### config.mk
export PLATFORM = sky130hd
export DESIGN_NAME = csr_bus_responder
export DESIGN_NICKNAME = d
export VERILOG_FILES = /design/src/rtl/csr_bus_pkg.sv /design/src/rtl/csr_read_mux.sv /design/src/rtl/csr_bus_responder.sv
export SDC_FILE = /design/constraint.sdc
export NUM_CORES = 1
export LEC_CHECK = 0
export CORE_AREA = 2 2 153 155
export CTS_CLUSTER_SIZE = 24
export DETAILED_ROUTE_END_ITERATION = 8
export DIE_AREA = 0 0 155 157
export MAX_ROUTING_LAYER = met4
export PLACE_DENSITY = 0.69
export SYNTH_ARGS = -nofsm -noshare
export SYNTH_HDL_FRONTEND = slang
export SYNTH_SLANG_ARGS = --single-unit
### constraint.sdc
create_clock -name clk -period 7.08 [get_ports clk]
set_input_delay 1.416 -clock clk [delete_from_list [all_inputs] [get_ports clk]]
set_output_delay 1.416 -clock clk [all_outputs]
set_load 0.02 [all_outputs]
### src/rtl/csr_bus_pkg.sv
// Shared types and address-field layout for the CSR bus responder.
// Address layout, MSB to LSB: {bit_mode, reg_index, bit_index}.
package csr_bus_pkg;

  typedef enum logic [1:0] {
    IDLE,
    WR_STROBE,
    RD_CAPTURE
  } state_t;

  localparam int BIT_INDEX_LSB  = 0;
  localparam int BIT_MODE_WIDTH = 1;
  localparam int ERR_READBACK   = 0;

  function automatic int reg_index_lsb(input int bidx_w);
    return BIT_INDEX_LSB + bidx_w;
  endfunction

  function automatic int bit_mode_pos(input int ridx_w, input int bidx_w);
    return reg_index_lsb(bidx_w) + ridx_w;
  endfunction

  function automatic int addr_width(input int ridx_w, input int bidx_w);
    return BIT_MODE_WIDTH + ridx_w + bidx_w;
  endfunction

endpackage

### src/rtl/csr_read_mux.sv
// Combinational read selection from the flattened register bank outputs.
// Indices beyond the bank return the error readback value and raise range_err.
module csr_read_mux
  import csr_bus_pkg::*;
#(
  parameter int NUM_REGS = 8,
  parameter int WIDTH    = 32,
  parameter int RIDX_W   = $clog2(NUM_REGS),
  parameter int BIDX_W   = $clog2(WIDTH)
) (
  input  logic [NUM_REGS*WIDTH-1:0] csr_q_all,
  input  logic [RIDX_W-1:0]         reg_index,
  input  logic                      bit_mode,
  input  logic [BIDX_W-1:0]         bit_index,
  output logic [WIDTH-1:0]          read_word,
  output logic                      range_err
);

  logic [WIDTH-1:0] selected;

  always_comb begin
    selected  = '0;
    range_err = 1'b1;
    for (int i = 0; i < NUM_REGS; i++) begin
      if (reg_index == RIDX_W'(i)) begin
        selected  = csr_q_all[i*WIDTH +: WIDTH];
        range_err = 1'b0;
      end
    end
    if (range_err) begin
      read_word = WIDTH'(ERR_READBACK);
    end else if (bit_mode) begin
      read_word = WIDTH'(selected[bit_index]);
    end else begin
      read_word = selected;
    end
  end

endmodule

### src/rtl/csr_bus_responder.sv
// Avalon-MM slave fronting a bank of register_csr-style registers: word/bit
// writes become one-cycle active-low load strobes, reads return after two cycles.
module csr_bus_responder
  import csr_bus_pkg::*;
#(
  parameter int NUM_REGS = 8,
  parameter int WIDTH    = 32,
  parameter int RIDX_W   = $clog2(NUM_REGS),
  parameter int BIDX_W   = $clog2(WIDTH)
) (
  input  logic                      clk,
  input  logic                      reset,
  input  logic [RIDX_W+BIDX_W:0]    avs_address,
  input  logic                      avs_read,
  input  logic                      avs_write,
  input  logic [WIDTH-1:0]          avs_writedata,
  output logic                      avs_waitrequest,
  output logic [WIDTH-1:0]          avs_readdata,
  output logic                      avs_readdatavalid,
  output logic [WIDTH-1:0]          csr_d_all,
  output logic                      csr_d_bit,
  output logic [BIDX_W-1:0]         csr_bit_address,
  output logic [NUM_REGS-1:0]       csr_load_all_n,
  output logic [NUM_REGS-1:0]       csr_load_bit_n,
  input  logic [NUM_REGS*WIDTH-1:0] csr_q_all,
  output logic                      addr_err
);

  localparam int REG_LSB  = reg_index_lsb(BIDX_W);
  localparam int MODE_POS = bit_mode_pos(RIDX_W, BIDX_W);
  localparam int ADDR_W   = addr_width(RIDX_W, BIDX_W);

  state_t state;

  logic [BIDX_W-1:0]   live_bit;
  logic [RIDX_W-1:0]   live_reg;
  logic                live_mode;
  logic [BIDX_W-1:0]   lat_bit;
  logic [RIDX_W-1:0]   lat_reg;
  logic                lat_mode;
  logic [BIDX_W-1:0]   mux_bit;
  logic [RIDX_W-1:0]   mux_reg;
  logic                mux_mode;
  logic [WIDTH-1:0]    mux_word;
  logic                mux_err;
  logic [NUM_REGS-1:0] reg_onehot;
  logic [ADDR_W-1:0]   addr;

  assign addr      = avs_address;
  assign live_bit  = addr[BIT_INDEX_LSB +: BIDX_W];
  assign live_reg  = addr[REG_LSB +: RIDX_W];
  assign live_mode = addr[MODE_POS];

  assign avs_waitrequest = (state != IDLE) || reset;

  // The single mux range-checks the live address at acceptance and reads the
  // latched address during capture.
  assign mux_bit  = (state == RD_CAPTURE) ? lat_bit  : live_bit;
  assign mux_reg  = (state == RD_CAPTURE) ? lat_reg  : live_reg;
  assign mux_mode = (state == RD_CAPTURE) ? lat_mode : live_mode;

  csr_read_mux #(
    .NUM_REGS(NUM_REGS),
    .WIDTH   (WIDTH),
    .RIDX_W  (RIDX_W),
    .BIDX_W  (BIDX_W)
  ) u_read_mux (
    .csr_q_all(csr_q_all),
    .reg_index(mux_reg),
    .bit_mode (mux_mode),
    .bit_index(mux_bit),
    .read_word(mux_word),
    .range_err(mux_err)
  );

  // Out-of-range indices decode to no bit set, so no strobe ever fires for them.
  always_comb begin
    reg_onehot = '0;
    for (int i = 0; i < NUM_REGS; i++) begin
      if (live_reg == RIDX_W'(i)) begin
        reg_onehot[i] = 1'b1;
      end
    end
  end

  always_ff @(posedge clk or posedge reset) begin
    if (reset) begin
      state             <= IDLE;
      avs_readdata      <= '0;
      avs_readdatavalid <= 1'b0;
      csr_d_all         <= '0;
      csr_d_bit         <= 1'b0;
      csr_bit_address   <= '0;
      csr_load_all_n    <= '1;
      csr_load_bit_n    <= '1;
      addr_err          <= 1'b0;
      lat_bit           <= '0;
      lat_reg           <= '0;
      lat_mode          <= 1'b0;
    end else begin
      csr_load_all_n    <= '1;
      csr_load_bit_n    <= '1;
      addr_err          <= 1'b0;
      avs_readdatavalid <= 1'b0;
      case (state)
        IDLE: begin
          // Write takes priority; a simultaneous read is dropped entirely.
          if (avs_write) begin
            state    <= WR_STROBE;
            addr_err <= mux_err;
            if (live_mode) begin
              csr_d_bit       <= avs_writedata[0];
              csr_bit_address <= live_bit;
              csr_load_bit_n  <= ~reg_onehot;
            end else begin
              csr_d_all      <= avs_writedata;
              csr_load_all_n <= ~reg_onehot;
            end
          end else if (avs_read) begin
            state    <= RD_CAPTURE;
            addr_err <= mux_err;
            lat_bit  <= live_bit;
            lat_reg  <= live_reg;
            lat_mode <= live_mode;
          end
        end
        WR_STROBE: begin
          state <= IDLE;
        end
        RD_CAPTURE: begin
          state             <= IDLE;
          avs_readdata      <= mux_word;
          avs_readdatavalid <= 1'b1;
        end
        default: begin
          state <= IDLE;
        end
      endcase
    end
  end

endmodule

==> reports/results.txt, run 1 <==
Wirelength per Cell -> 24.8 um
Vias per Instance -> 5.68
Crit path time final -> 4.66 ns
Pwr dens -> 213 nW/um2
Tot GR Track Use -> 0.274
Area added between synthesis and finish -> 65.0%
Crit Path Max Fanout -> 32
Leakage -> 0.00420 uW
Post-CTS setup buffer count -> 0
Final setup vio count -> 0
Number of max-cap violations -> 0
WP data required -> 7.36 ns
CP Class -> input port to register
Register area share after synthesis -> 0.379
Layout Nets -> 1,376
Met3 routed WL -> 3360 um
CTS tree -> done
Fmax achieved -> 214 MHz
# DRC -> 0
Initial Util -> 0.293
Final Max Tran Viols -> 0
First-pass GRT wire length -> 48,100 um
Share of layout cells above drive strength 1 -> 0.102
Number of enable flip-flop cells after synthesis -> 0
Metal-1 WL -> 13,200 um
Crit path DAT -> 4.94 ns
Crit path buf inv count -> 1
Commonest non-fill, non-tap cell in the layout -> clkdlybuf4s50_1
Critical path's most frequent cell -> a211o_1
Met2 WL -> 16,400 um
Startpoint types -> input port
Critical Path Slowest Stage Cell -> clkdlybuf4s50_1
Congestion Overflow GR -> 0
Root Driver -> clkbuf_16
CP max stage delay -> 0.91 ns
Fill cell count -> 2,131
Synth Register Bits -> 99
Commonest non-fill, non-tap cells in the layout -> clkdlybuf4s50_1 (389), nand2_1 (137), dfrtp_1 (83)
Hold Fails Final Rpt -> 0
Resized cells post-CTS -> 0
Htree depth -> 3
HPWL Detailed -> 26,500 um
Leading post-synthesis cells by cell area -> dfrtp_1 (32%), mux2_2 (8.2%), nand2_1 (7.8%)
Top delay family on crit path -> compound AO/OA/AOI/OAI gates
PortBufs -> 389
Clk sinks -> 99
Hold buffers post-CTS -> 0
Synth Warn # -> 0
Bufs on Longest Clock Path -> 2
Via count -> 7,767
IO Pins -> 390
Top flop regs -> avs_readdata (32), csr_d_all (32)
Die H -> 157 um
Die Wd -> 155 um
Mapped Nets -> 1,030
Hold WC Path Type -> register to register
Core area -> 22,500 um2
Starting DRT DRC Count -> 749
Total wire length -> 33,900 um
Vias in the first global route -> 7,551
Final Cycle Share -> 0.659
Unique masters post-synth -> 67
Final setup TNS -> 0 ns
Final cell count without fillers -> 1,367
Synth Cell Area -> 6590 um2
R2R depth -> 9
Clock transition at path regs -> 0.07 ns
Routed Antenna Nets -> 0
Placed cell count -> 1,349
Site Rows -> 55
Area leader, netlist -> dfrtp_1
Cell count along the critical path -> 10
Relative slew slack -> 0.230
Most used DFF post-synth -> dfrtp_1
Worst-path cell chain -> clkdlybuf4s50_1, nand2b_1, mux2i_4, a22oi_1, o22ai_1, a211oi_1, a211o_1, a211o_1, a32o_1, a21oi_1
Status -> complete, no violations
Worst setup EP type -> register
RSZ-0062 raised after global routing -> no
Syn Inst Count -> 729
Worst-Margin Slew -> 1.15 ns
Avg Synthesized Cell Area -> 9.04 um2
Worst-Skew Late Latency -> 0.35 ns
Clk_skew -> 0.00622 ns
Hold Path Depth -> 2
Antenna violations before repair -> 0
CTS Buf Count -> 9
Largest net degree at the start of global routing -> 72
Die ar. -> 24,300 um2
DR top layer -> met4
Routability cong. -> 1.02
Asr flop ratio synth -> 1.00
Synth top area share -> 0.315
Drt first pass iters -> 7
VDD IR max -> 0.122 mV
==> layout make-up <==
type	instances	area, um2	area share
Antenna cell	2	5.00	0.000460
Clock buffer	13	260	0.0239
Clock inverter	3	22.5	0.00207
Inverter	8	32.5	0.00299
Multi-Input combinational cell	563	3770	0.347
Sequential cell	99	2500	0.230
Tap cell	285	357	0.0328
Timing Repair Buffer	394	3930	0.361
==> per-stage QoR <==
step / util / total power (uW) / instance area [um2] / setup WS [ns] / hold WS (ns)
detailed placement: 0.471 / 1840 / 10600 / 2.16 / 0.466
global placement: 0.471 / 1830 / 10600 / 2.20 / 0.461
floorplan: - / 1270 / 6590 / 1.64 / 0.503
finish: 0.483 / 2310 / 10900 / 2.42 / 0.481
CTS: 0.483 / 2320 / 10900 / 2.53 / 0.486
global route: 0.483 / 2420 / 10900 / 2.22 / 0.509
==> where the power goes <==
part	leakage, uW	switching (uW)	internal (uW)
sequential	0.00118	91.1	688
clock	0.000140	219	259
combinational	0.00288	541	513
==> layer usage <==
layer / GRT usage / up-vias
met5: - / -
met4: 0.0780 / 0
met3: 0.0785 / 53
met2: 0.446 / 465
met1: 0.332 / 3796
li1: - / 3453
==> tightest hold or removal path, delay by kind of cell (launching register included) <==
kind             cells  cell delay [ns]
and+or+nand+nor      2             0.10
DFF                  1             0.35
==> final timing paths <==
| kind | to | slack [ns] | from |
|---|---|---|---|
| min reg2reg | avs_readdata[19] | 0.48 | avs_readdata[19] |
| min | avs_readdata[19] | 0.48 | avs_readdata[19] |
| max in group asynchronous | csr_d_all[6] | 4.47 | reset |
| min in group asynchronous | csr_d_all[24] | 1.52 | reset |
| max reg2reg | avs_readdata[0] | 3.11 | state[0] |
| max | avs_readdata[0] | 2.42 | avs_address[7] |
==> synthesized netlist by cell type (3+ instances only) <==
cell type,count
dfrtp_1,83
nand2b_1,8
a22oi_1,13
o22ai_1,23
a21o_1,4
nand2_1,137
a32o_1,3
o21ai_0,64
buf_2,26
a211o_1,3
mux2i_4,3
mux2i_1,31
and2_1,3
nor3_1,7
a211oi_1,7
nand3_1,13
inv_1,7
buf_6,5
o31ai_1,6
o221ai_1,13
a2111oi_0,3
a22o_1,7
mux2_2,48
a21oi_1,42
a31oi_1,5
nor2_1,25
o2111ai_1,3
a32oi_1,8
dfstp_2,16
a221oi_1,16
buf_4,8
a221o_1,6
a222oi_1,3
o211ai_1,17
clkbuf_1,18
==> cells by family after synthesis <==
kind of cell	count (synthesis)	share of synthesized area
AO/OA/AOI/OAI	264	0.277
AND/OR/NAND/NOR	212	0.139
flip-flops	99	0.379
multiplexers	86	0.148
buffers and inverters	67	0.0558
other	1	0.000569
Power figures use the tool's default switching activity.
==> run 2: changes to the inputs <==
--- a/config.mk
+++ b/config.mk
@@ -10,7 +10,7 @@
 export DETAILED_ROUTE_END_ITERATION = 8
 export DIE_AREA = 0 0 155 157
 export MAX_ROUTING_LAYER = met4
-export PLACE_DENSITY = 0.69
+export PLACE_DENSITY = 0.71
 export SYNTH_ARGS = -nofsm -noshare
 export SYNTH_HDL_FRONTEND = slang
 export SYNTH_SLANG_ARGS = --single-unit
==> constraint.sdc (replaced) <==
create_clock -name clk -period 4.1 [get_ports clk]
set_input_delay 0.82 -clock clk [delete_from_list [all_inputs] [get_ports clk]]
set_output_delay 0.82 -clock clk [all_outputs]
set_load 0.02 [all_outputs]
==> reports/results.txt, run 2 (synthesis gave the netlist of run 1 again) <==
Grt met3 use -> 0.0619
Clock power share -> 0.214
Share of layout cells above drive strength 1 -> 0.117
P_int -> 2590 uW
Total wire length -> 33,900 um
Final setup vio count -> 0
IO Pins -> 390
Final Max Tran Viols -> 0
Initial Util -> 0.293
Hold buffers post-CTS -> 0
Die H -> 157 um
Final Cycle Share -> 0.854
Leakage -> 0.00431 uW
RSZ-0062 raised after global routing -> no
Vias in the first global route -> 7,584
Core area -> 22,500 um2
Crit path DAT -> 3.74 ns
Relative slew slack -> 0.303
Vias per Instance -> 5.65
Design area -> 11,100 um2
CTS tree -> done
Routed Antenna Nets -> 0
Number of max-cap violations -> 0
Cell area after placement -> 10,800 um2
Routability cong. -> 0.970
Core Util, Final -> 0.492
Fmax achieved -> 286 MHz
Worst-Skew Late Latency -> 0.35 ns
Met1 Resource Use GR -> 0.343
Htree depth -> 3
Resized cells post-CTS -> 0
Root Driver -> clkbuf_16
First-pass GRT wire length -> 47,900 um
Top flop regs -> avs_readdata (32), csr_d_all (32)
Congestion Overflow GR -> 0
Via count -> 7,837
Hold Fails Final Rpt -> 0
Final setup TNS -> 0 ns
Hold WC Path Type -> register to register
Startpoint types -> input port
Bufs on Longest Clock Path -> 2
Clock transition at path regs -> 0.07 ns
Sw Pwr -> 1480 uW
Crit Path Max Fanout -> 11
Worst-path cell chain -> clkdlybuf4s50_1, nand2_1, mux2i_4, buf_4, a221oi_1, a21oi_1, a211oi_1, a221oi_1, nand2_1, a32o_1, a21oi_1
VDD IR max -> 0.208 mV
CP Class -> input port to register
Gr busiest metal -> met2
Sequential share of power -> 0.332
Top delay family on crit path -> compound AO/OA/AOI/OAI gates
# DRC -> 0
Commonest non-fill, non-tap cells in the layout -> clkdlybuf4s50_1 (389), nand2_1 (137), dfrtp_1 (83)
Clk_skew -> 0.00825 ns
Worst setup EP type -> register
WP data required -> 4.34 ns
Area added between synthesis and finish -> 67.9%
Worst-Margin Slew -> 1.04 ns
Clk sinks -> 99
Die ar. -> 24,300 um2
Critical Path Slowest Stage Cell -> clkdlybuf4s50_1
Largest net degree at the start of global routing -> 67
Wirelength per Cell -> 24.5 um
CTS Buf Count -> 9
Crit path time final -> 3.50 ns
Layout Nets -> 1,395
Die Wd -> 155 um
Post-CTS setup buffer count -> 0
Site Rows -> 55
Starting DRT DRC Count -> 877
Crit path buf inv count -> 2
Comb power frac -> 0.455
Antenna violations before repair -> 2
HPWL Detailed -> 26,900 um
Commonest non-fill, non-tap cell in the layout -> clkdlybuf4s50_1
Pwr dens -> 367 nW/um2
Status -> complete, no violations
CP max stage delay -> 0.65 ns
Sw frac -> 0.363
Tot GR Track Use -> 0.271
PortBufs -> 389
Drt first pass iters -> 7
GRT met2 Usage -> 0.428
==> run 2: cell type report <==
class | instances | area (um2)
Fill cell | 2087 | 11400
Antenna cell | 2 | 5.00
Sequential cell | 99 | 2500
Multi-Input combinational cell | 563 | 3770
Clock buffer | 12 | 246
Timing Repair Buffer | 413 | 4110
Tap cell | 285 | 357
Inverter | 8 | 33.8
Clock inverter | 4 | 48.8
==> run 2: final timing paths <==
check	startpoint	depth (start not counted)	to	slack, ns
max	avs_address[6]	11	avs_readdata[0]	0.60
min	avs_readdata[20]	2	avs_readdata[20]	0.48
max reg2reg	state[0]	10	avs_readdata[0]	0.74
min reg2reg	avs_readdata[20]	2	avs_readdata[20]	0.48
max in group asynchronous	reset	4	avs_readdata[22]	1.87
min in group asynchronous	reset	3	csr_d_all[5]	1.03
==> run 2: per-stage QoR <==
step	instances	total power [uW]	hold WS, ns	worst slack [ns]
floorplan	729	2190	0.503	0.571
global placement	1368	3190	0.454	0.294
detailed placement	1368	3200	0.473	0.308
CTS	1384	4080	0.487	0.659
global route	1386	4250	0.521	0.453
finish	1386	4070	0.478	0.599
==> run 2: power by group through the flow <==
stage	clock network (uW)	logic [uW]	registers [uW]
after global placement	0	1830	1360
after global routing	921	1950	1380
after detailed placement	0	1840	1370
after CTS	888	1840	1350
final	869	1850	1350
after floorplan	0	648	1550
==> run 2: worst register-to-register path, delay by kind of cell, from the launching register on <==
family                 cells  cell delay (ns)
AOI/OAI and AO/OA          7             1.26
muxes                      1             0.74
DFF                        1             0.47
and+or+nand+nor            1             0.44
buffers and inverters      1             0.37
==> run 2: routing by layer <==
metal	vias to the layer above	wire, um
li1	3498	-
met1	3793	13500
met2	485	16100
met3	61	3190
met4	0	1090
met5	-	0
==> run 3: changes to the inputs <==
--- a/config.mk
+++ b/config.mk
@@ -6,6 +6,7 @@
 export NUM_CORES = 1
 export LEC_CHECK = 0
 export CORE_AREA = 2 2 153 155
+export CTS_CLUSTER_DIAMETER = 200
 export CTS_CLUSTER_SIZE = 24
 export DETAILED_ROUTE_END_ITERATION = 8
 export DIE_AREA = 0 0 155 157
==> results of run 3 <==
No change in the layout: final DEF, timing and power equal those of run 2.
